===== config.mk =====
export PLATFORM = sky130hd
export DESIGN_NAME = even_p_serial_tx
export DESIGN_NICKNAME = d
export VERILOG_FILES = /design/src/rtl/even_p_pkg.sv /design/src/rtl/even_p_gen_3bit.sv /design/src/rtl/even_p_serial_tx.sv
export SDC_FILE = /design/constraint.sdc
export NUM_CORES = 1
export LEC_CHECK = 0
export CAP_MARGIN = 0
export CORE_MARGIN = 4
export CORE_UTILIZATION = 50
export DETAILED_ROUTE_END_ITERATION = 6
export PLACE_DENSITY_LB_ADDON = 0.1
export SLEW_MARGIN = 15
export SYNTH_ARGS = -nofsm -noshare
export SYNTH_HDL_FRONTEND = slang
export SYNTH_HIERARCHICAL = 1
export SYNTH_SLANG_ARGS = --single-unit

===== constraint.sdc =====
create_clock -name clk -period 2.2 [get_ports clk]
set_input_delay 0.44 -clock clk [delete_from_list [all_inputs] [get_ports clk]]
set_output_delay 0.44 -clock clk [all_outputs]
set_load 0.05 [all_outputs]

===== src/rtl/even_p_pkg.sv =====
// Shared types and framing constants for the 3-bit even-parity serial link.
// The frame is start, three data bits LSB first, parity, stop.
package even_p_pkg;

  localparam int   DATA_W     = 3;
  localparam logic START_LVL  = 1'b0;
  localparam logic STOP_LVL   = 1'b1;
  localparam int   FRAME_BITS = 6;

  typedef enum logic [2:0] {
    IDLE,
    START,
    DATA,
    PARITY,
    STOP
  } tx_state_t;

  // Bit-period counter width; a single-cycle bit still needs a 1-bit counter.
  function automatic int cnt_width(input int clks);
    return (clks > 1) ? $clog2(clks) : 1;
  endfunction

endpackage


===== src/rtl/even_p_gen_3bit.sv =====
// Combinational even-parity generator: p makes the 4-bit total {i, p} even.
// Zero latency, no flow control.
module even_p_gen_3bit
  import even_p_pkg::*;
(
  input  logic [DATA_W-1:0] i,
  output logic              p
);

  assign p = ^i;

endmodule


===== src/rtl/even_p_serial_tx.sv =====
// Even-parity serial transmitter: one word per frame, first frame bit appears the cycle after acceptance.
// din_ready is low for the whole 6*CLKS_PER_BIT frame; EVEN_P_TX_INJECT_EN adds par_flip for parity error injection.
module even_p_serial_tx
  import even_p_pkg::*;
#(
  parameter int CLKS_PER_BIT = 4
) (
  input  logic              clk,
  input  logic              rst,
  input  logic [DATA_W-1:0] din,
  input  logic              din_valid,
`ifdef EVEN_P_TX_INJECT_EN
  input  logic              par_flip,
`endif
  output logic              din_ready,
  output logic              tx,
  output logic              busy,
  output logic              p_out
);

  localparam int               CNT_W    = cnt_width(CLKS_PER_BIT);
  localparam logic [CNT_W-1:0] CNT_LAST = CNT_W'(CLKS_PER_BIT - 1);
  localparam logic [1:0]       LAST_BIT = 2'(DATA_W - 1);

  tx_state_t         state_q;
  logic [CNT_W-1:0]  cnt_q;
  logic [CNT_W-1:0]  cnt_d;
  logic [1:0]        bit_idx_q;
  logic [DATA_W-1:0] shreg_q;
  logic              tx_q;
  logic              din_ready_q;
  logic              busy_q;
  logic              p_out_q;
  logic              p_gen;
  logic              p_acc;
  logic              bit_done;

  even_p_gen_3bit u_gen (
    .i (din),
    .p (p_gen)
  );

`ifdef EVEN_P_TX_INJECT_EN
  assign p_acc = p_gen ^ par_flip;
`else
  assign p_acc = p_gen;
`endif

  assign bit_done = (cnt_q == CNT_LAST);

  always_comb begin
    cnt_d = cnt_q + 1'b1;
    if (bit_done) begin
      cnt_d = '0;
    end
  end

  // Each transition loads tx_q with the level of the state being entered,
  // so the line changes on the same edge as the state.
  always_ff @(posedge clk or posedge rst) begin
    if (rst) begin
      state_q     <= IDLE;
      cnt_q       <= '0;
      bit_idx_q   <= '0;
      shreg_q     <= '0;
      tx_q        <= STOP_LVL;
      din_ready_q <= 1'b1;
      busy_q      <= 1'b0;
      p_out_q     <= 1'b0;
    end else begin
      case (state_q)
        IDLE: begin
          cnt_q <= '0;
          tx_q  <= STOP_LVL;
          if (din_valid && din_ready_q) begin
            shreg_q     <= din;
            p_out_q     <= p_acc;
            bit_idx_q   <= '0;
            state_q     <= START;
            tx_q        <= START_LVL;
            din_ready_q <= 1'b0;
            busy_q      <= 1'b1;
          end
        end
        START: begin
          cnt_q <= cnt_d;
          if (bit_done) begin
            state_q <= DATA;
            tx_q    <= shreg_q[0];
          end
        end
        DATA: begin
          cnt_q <= cnt_d;
          if (bit_done) begin
            shreg_q   <= shreg_q >> 1;
            bit_idx_q <= bit_idx_q + 2'd1;
            if (bit_idx_q == LAST_BIT) begin
              state_q <= PARITY;
              tx_q    <= p_out_q;
            end else begin
              tx_q    <= shreg_q[1];
            end
          end
        end
        PARITY: begin
          cnt_q <= cnt_d;
          if (bit_done) begin
            state_q <= STOP;
            tx_q    <= STOP_LVL;
          end
        end
        STOP: begin
          cnt_q <= cnt_d;
          if (bit_done) begin
            state_q     <= IDLE;
            tx_q        <= STOP_LVL;
            din_ready_q <= 1'b1;
            busy_q      <= 1'b0;
          end
        end
        default: begin
          state_q     <= IDLE;
          cnt_q       <= '0;
          tx_q        <= STOP_LVL;
          din_ready_q <= 1'b1;
          busy_q      <= 1'b0;
        end
      endcase
    end
  end

  assign tx        = tx_q;
  assign din_ready = din_ready_q;
  assign busy      = busy_q;
  assign p_out     = p_out_q;

endmodule


### Yosys cells after proc, flatten, opt, wreduce, memory -nomap -nowiden

Index checks and enable logic that the tools add are counted.

| operators by class | value |
|---|---|
| add/sub/neg operators | 2 |
| eq/ne operators | 13 |
| mux-type cells | 26 |
| bitwise operators | 1 |
| reductions and logical operators | 12 |

Operators with widths:

| operator | count |
|---|---|
| two-way mux 3 bit | 8 |
| case mux 3 bit (5 select lines) | 1 |
| != test 2 bit, second input constant | 6 |
| AND reduction 3 bit | 3 |
| two-way mux 1 bit | 8 |
| two-way mux 2 bit | 4 |
| equality test 3 x 2 -> 1 bit, second input constant | 2 |
| case mux 1 bit (3 select lines) | 2 |
| case mux 3 bit (2 select lines) | 1 |
| AND reduction 6 bit | 1 |
| adder 2 x 1 -> 2 bit, second input constant | 2 |
| equality test 2 bit, second input constant | 2 |
| case mux 1 bit (4 select lines) | 1 |
| case mux 2 bit (2 select lines) | 1 |
| OR reduction 4 bit | 1 |
| equality test 3 x 1 -> 1 bit, second input constant | 1 |
| equality test 3 bit, second input constant | 1 |
| zero test 3 bit | 1 |
| OR reduction 3 bit | 1 |
| parity 3 bit | 1 |
| != test 2 x 1 -> 1 bit, second input constant | 1 |
| AND reduction 2 bit | 1 |
| nonzero test 2 bit | 1 |
| OR reduction 2 bit | 1 |
| 2 further kinds | 2 |

| word-level totals | value |
|---|---|
| register bits after elaboration | 14 |
| input bits | 6 |
| output and inout bits | 4 |
| word-level logic and storage cells | 62 |

### Longest topological paths before layout

Gate-level depths: netlist of run 1.

| depth | value |
|---|---|
| depth after elaboration | 4 |
| mapped depth | 5 |
| mapped depth without buffers | 5 |

### Modules after synthesis

Netlist of run 1, hierarchy kept.

By module, submodules not included:

| module | instances | cells each | area an instance (um^2) | seq. area each (um^2) |
|---|---|---|---|---|
| even_p_serial_tx | 1 | 67 | 716.9 | 352.8 |
| even_p_gen_3bit | 1 | 1 | 23.8 | 0.0 |

### Worst setup path after synthesis of run 1

Ideal clock, no wire load.

| timing | value |
|---|---|
| path type | flip-flop to flip-flop |
| from | register din_ready_q (netlist: din_ready) |
| to | register bit_idx_q[0] |
| arrival | 1627 ps |
| setup slack | 448 ps |
| cell stages (with the launch flop) | 4 |
| path buffers | 0 |
| clock period less this slack | 1752 ps |
| cells stage by stage | dfstp_2 nand3b_1 a211oi_2 mux2_2 |

| on the way | value |
|---|---|
| cells in the longest elaborated chain, start to end | 3 |

RTL lines:

| what | line | source |
|---|---|---|
| from (decl) | even_p_serial_tx.sv:31 | `logic din_ready_q;` |
| from (signal assigned) | even_p_serial_tx.sv:67 | `din_ready_q <= 1'b1;` |
| from (signal assigned) | even_p_serial_tx.sv:81 | `din_ready_q <= 1'b0;` |
| from (signal assigned) | even_p_serial_tx.sv:117 | `din_ready_q <= 1'b1;` |
| logical AND 1 bit | even_p_serial_tx.sv:75 | `if (din_valid && din_ready_q) begin` |
| != test 2 bit (no source line) | - |  |
| AND reduction 3 bit (no source line) | - |  |
| to (signal assigned) | even_p_serial_tx.sv:96 | `bit_idx_q <= bit_idx_q + 2'd1;` |
| to (decl) | even_p_serial_tx.sv:28 | `logic [1:0] bit_idx_q;` |

Every way passes these cells.
A chain may end at the register's enable or synchronous reset.

### Final worst setup path of run 1

| timing | value |
|---|---|
| from | register din_ready_q (netlist: din_ready) |
| to | output port din_ready |

RTL lines:

| what | line | source |
|---|---|---|
| to (decl) | even_p_serial_tx.sv:15 | `output logic din_ready,` |

No word-level cell between the ends.

==> results.yml, run 1 <==
outcome:
  status: "finished clean"
cells_and_area:
  area_growth_pct: 15.0
  drive_above_1_share_pct: 15.6
  final_core_util_pct: 63.1
  diodes: 0
  fill_cells: 109
  nets: 87
  finalNonFillerCells: 92
synthesis:
  ys_seq_area_share_pct: 47.6
  synth_edf_count: 0
  yosysWarningCount: 6
  ys_seq_elements: 14
  yosysTopAreaCellShare_pct: 40.5
  synth_nets: 76
  synth.avg_cell_area_um2: 10.9
  async_flop_share_pct: 100
  synth_top_cells_by_area: "dfrtp_1 (41%), mux2_2 (7.6%), dfstp_2 (7.1%), ha_1 (3.4%), xor3_1 (3.2%)"
  ys.flop_type: "dfrtp_1"
  synth_cell_types: 30
  synth_cells: 68
  netlist_area_um2: 741
  yosys.area.top_type: "dfrtp_1"
clock_network:
  htree_levels: 1
  cts_tree: "done"
  cts_buffers: 3
  clk_path_buf_depth: 2
  clkTransAtPathRegs_ps: 80
  hold_buffers: 0
  clockRootBuffer: "clkbuf_4"
  post_cts_buffers: 0
  insertion_delay_ps: 280
  cts_resized: 0
  clock-sinks: 14
worst_hold_path:
  hp-class: "flop to flop"
  hold_start: "cnt_q[0]"
  min_to: "cnt_q[0]"
  worstHoldPathCells: 1
drt:
  drc_errors: 0
  viasPerCell: 5.64
  drt-total-wl_um: 1470
  wl_per_cell_um: 16.0
  ant_nets: 0
  routed-via-count: 519
  drt_pass1_iterations: 4
  drt_iter0_markers: 17
place:
  io_buffers: 9
  hpwl_um: 1060
  gp_congestion: 0.738
  place_inst: 89
global_routing:
  grt_max_degree: 15
  grt.overflow.total: 0
  antenna_found_initial: 0
  groute.usage.overall_pct: 17.9
  grt_pass1_vias: 567
  grt_pass1_wl_um: 2590
setup_path:
  crit_path_start_kind: "flop"
  critPathCaptureType: "output pin"
  critPathSlowestCell: "clkdlybuf4s50_1"
  r2r_setup_slack_ps: 430
  cp_data_required_time_ps: 1760
  r2r_start: "state_q[1]"
  cp_cell_sequence: "clkdlybuf4s50_1"
  reg2reg_to: "shreg_q[0]"
  path_buf_inv: 1
  timing.critical_path.fanout_max: 6
  worst-r2r-cell-count: 3
  slowest_delay_ps: 810
  critPathKind: "flop to output pin"
  arrival_ps: 1690
  cp_top_family: "buffers and inverters"
power_and_ir_drop:
  p_leak_nw: 0.378
  powerDensity_nw_per_um2: 1130
  vdd_drop_max_mv: 0.575
  power.total_mw: 0.961
run:
  drv_cap: 0
timing:
  holdWs_ps: 445
  slew_headroom_pct: 63.6
  setup_viol: 0
  fin_skew_ps: 2.93
  timing.fmax_mhz: 470
  drv_slew: 0
  worst_slew_pin_slew_ps: 545
  rsz0062_at_grt: "no"
  hold_viol: 0
  tns_ps: 0
  layout_min_cycle_time_ps: 2130
  min_period_over_period_pct: 96.8
die:
  die_y_um: 46.5
  core_um2: 1350
  dieArea_um2: 2160
  num_rows: 13
  die_x_um: 46.5
  io-pin-count: 10
  start_util_pct: 54.9
## metal layers
layer,vias up,share of wire [%],GRT usage [%]
met5,-,0,0
met4,0,3.0,11.9
met3,5,4.4,2.34
met2,16,47,28.8
met1,244,46,22.0
li1,254,-,-
## cell type report
type	count	area (um^2)	area share, %
clock buffers	3	22.5	2.64
inverters	6	22.5	2.64
multi-input cells	44	338	39.6
flip-flops and latches	14	353	41.4
well taps	15	18.8	2.20
repair buffers	10	97.6	11.5
## Yosys cell counts (all sizes together), types with 2 or more instances
master and instances:
dfrtp 12, mux2 7, inv 6, nand2 6, nor2 5, buf 3, o21ai 3, a31oi 2
dfstp 2, ha 2, mux2i 2, nand3 2, nor3 2
## registers in the layout, summed over array words and instances, names as in the netlist
register / cells
bit_idx_q: 2
busy: 1
cnt_q: 2
din_ready: 1
p_out: 1
shreg_q: 3
state_q: 3
tx: 1
## cell usage in the layout (no fill, tap or decap), types with 3 or more instances in the layout
master,synthesis,layout
clkbuf_4,0,3
inv_1,6,6
mux2_2,5,5
o21ai_0,3,3
dfrtp_1,12,12
nor2_1,5,5
clkdlybuf4s50_1,0,9
nand2_1,6,6
## power breakdown
| part | internal [mW] | switching [mW] |
|---|---|---|
| logic | 0.171 | 0.218 |
| registers | 0.345 | 0.0812 |
| clock network | 0.0637 | 0.0816 |
| total | 0.580 | 0.380 |
## kinds of logic after synthesis
group	Yosys count	synth area share [%]
simple gates	18	11.3
flops	14	47.6
compound gates	12	12.0
buf+inv	10	6.76
mux	9	13.3
xor+xnor	3	5.57
fa+ha+maj	2	3.38
## per-stage QoR
stage | area [um^2] | setup WS, ps
floorplan | 741 | 448
global placement | 830 | 194
detailed placement | 830 | 156
CTS | 852 | 64.7
global route | 852 | 28.6
finish | 852 | 70.1
## worst max path at each step
stage / startpoint / end / depth (start not counted)
floorplan: din_ready / bit_idx_q[0] / 3
CTS: din_ready / din_ready / 1
detailed placement: din_valid / shreg_q[0] / 4
global placement: din_valid / shreg_q[0] / 4
finish: din_ready / din_ready / 1
global route: din_ready / din_ready / 1
## worst reg2reg max path: cells and delay by family, from the launching register on
kind / cells / cell delay (ps)
mux: 2 / 630
flops: 1 / 520
simple gates: 1 / 500
Note: power is estimated with default switching activity, not from simulation.
==> run 2, diff against run 1 <==
- CELL_PAD_IN_SITES_DETAIL_PLACEMENT: unset -> 1
- CELL_PAD_IN_SITES_GLOBAL_PLACEMENT: unset -> 1
- CORE_UTILIZATION: 50 -> 40
- PLACE_DENSITY: unset -> 0.77
- PLACE_DENSITY_LB_ADDON: 0.1 -> unset
==> results.yml, run 2 (synthesis gave the netlist of run 1 again) <==
timing:
  tns_ps: 0
  min_period_over_period_pct: 98.0
  setup_viol: 0
  layout_min_cycle_time_ps: 2160
  hold_viol: 0
  slew_headroom_pct: 62.0
  fin_skew_ps: 0.961
  worst_slew_pin_slew_ps: 570
  drv_slew: 0
  rsz0062_at_grt: "no"
  timing.fmax_mhz: 464
power_and_ir_drop:
  p_leak_nw: 0.378
  vdd_drop_max_mv: 0.519
  powerDensity_nw_per_um2: 1120
setup_path:
  crit_path_start_kind: "flop"
  path_buf_inv: 1
  critPathCaptureType: "output pin"
  arrival_ps: 1720
  timing.critical_path.fanout_max: 6
  r2r_start: "cnt_q[0]"
  cp_cell_sequence: "clkdlybuf4s50_1"
  reg2reg_to: "shreg_q[0]"
  critPathKind: "flop to output pin"
  slowest_delay_ps: 830
  cp_data_required_time_ps: 1760
  r2r_setup_slack_ps: 420
  cp_top_family: "buffers and inverters"
  worst-r2r-cell-count: 4
  critPathSlowestCell: "clkdlybuf4s50_1"
clock_network:
  insertion_delay_ps: 290
  clk_path_buf_depth: 2
  cts_tree: "done"
  htree_levels: 1
  clock-sinks: 14
  cts_resized: 0
  hold_buffers: 0
  clockRootBuffer: "clkbuf_4"
  cts_buffers: 3
  post_cts_buffers: 0
  clkTransAtPathRegs_ps: 90
drt:
  wl_per_cell_um: 15.4
  drt_iter0_markers: 22
  ant_nets: 0
  routed-via-count: 546
  drt_pass1_iterations: 4
  drt-total-wl_um: 1570
  viasPerCell: 5.35
  drc_errors: 0
die:
  io-pin-count: 10
  die_y_um: 51.0
  start_util_pct: 42.4
  dieArea_um2: 2600
  num_rows: 15
  core_um2: 1750
  die_x_um: 51.0
cells_and_area:
  layout_common_cells: "dfrtp_1 (12), clkdlybuf4s50_1 (9), inv_1 (6), nand2_1 (6)"
  area_growth_pct: 16.7
  multiInputGateArea_um2: 338
  fill_cells: 198
  regArea_um2: 353
  nets: 87
  layout_commonest_cell: "dfrtp_1"
  final_core_util_pct: 49.5
  finalInstanceArea_um2: 865
  diodes: 0
  drive_above_1_share_pct: 15.6
  reg.largest.list: "shreg_q: 3 flops, state_q: 3 flops"
worst_hold_path:
  hold_start: "cnt_q[0]"
  min_to: "cnt_q[0]"
  hp-class: "flop to flop"
  worstHoldPathCells: 1
global_routing:
  groute.usage.overall_pct: 15.2
  antenna_found_initial: 0
  grt.overflow.total: 0
  grt_pass1_wl_um: 2810
  grt_max_degree: 15
  grt_pass1_vias: 602
run:
  drv_cap: 0
place:
  io_buffers: 9
  dpl_cell_area_um2: 842
  hpwl_um: 1150
  gp_congestion: 0.773
outcome:
  status: "finished clean"
## run 2: cell counts in the layout (fill, tap and decap cells not counted)
No cell type changed its count.
## run 2: per-layer routing
| layer | global-route usage [%] | routed length (um) | up-vias |
|---|---|---|---|
| li1 | - | - | 257 |
| met1 | 18.3 | 711 | 274 |
| met2 | 24.2 | 761 | 10 |
| met3 | 3.50 | 48 | 5 |
| met4 | 9.42 | 46 | 0 |
| met5 | 0 | 0 | - |
## run 2: power by group
group,internal (mW),switching [mW],leakage [nW]
logic,0.171,0.217,0.192
registers,0.345,0.0844,0.172
clock network,0.0637,0.0889,0.0138
total,0.580,0.390,0.378
## run 2: stage by stage
step | power (mW) | setup slack [ps] | std cells | hold slack [ps]
final | 0.970 | 43.0 | 102 | 444
after global routing | 1.05 | 4.87 | 102 | 473
after floorplan | 0.738 | 448 | 68 | 328
after global placement | 0.800 | 188 | 99 | 428
after detailed placement | 0.823 | 121 | 99 | 434
after CTS | 0.978 | 38.7 | 102 | 446
## run 2: area by class of cell
| cell class | instances | share of cell area (%) |
|---|---|---|
| inverter | 6 | 2.60 |
| multi-input combinational | 44 | 39.1 |
| clock buffer | 3 | 2.60 |
| sequential | 14 | 40.8 |
| tap | 25 | 3.62 |
| timing repair buffer | 10 | 11.3 |
## run 2: how the worst max path moves through the flow
stage / startpoint / to / slack, ps / depth (start not counted)
after global routing: din_ready / din_ready / 5 / 1
after CTS: din_ready / din_ready / 40 / 1
after detailed placement: din_valid / shreg_q[1] / 120 / 4
final: din_ready / din_ready / 40 / 1
after floorplan: din_ready / bit_idx_q[0] / 450 / 3
after global placement: din_valid / bit_idx_q[1] / 190 / 4
==> run 3, diff against run 2 <==
- SKIP_LAST_GASP: unset -> 1
==> results of run 3 <==
No change in the layout: final DEF, timing and power equal those of run 2.
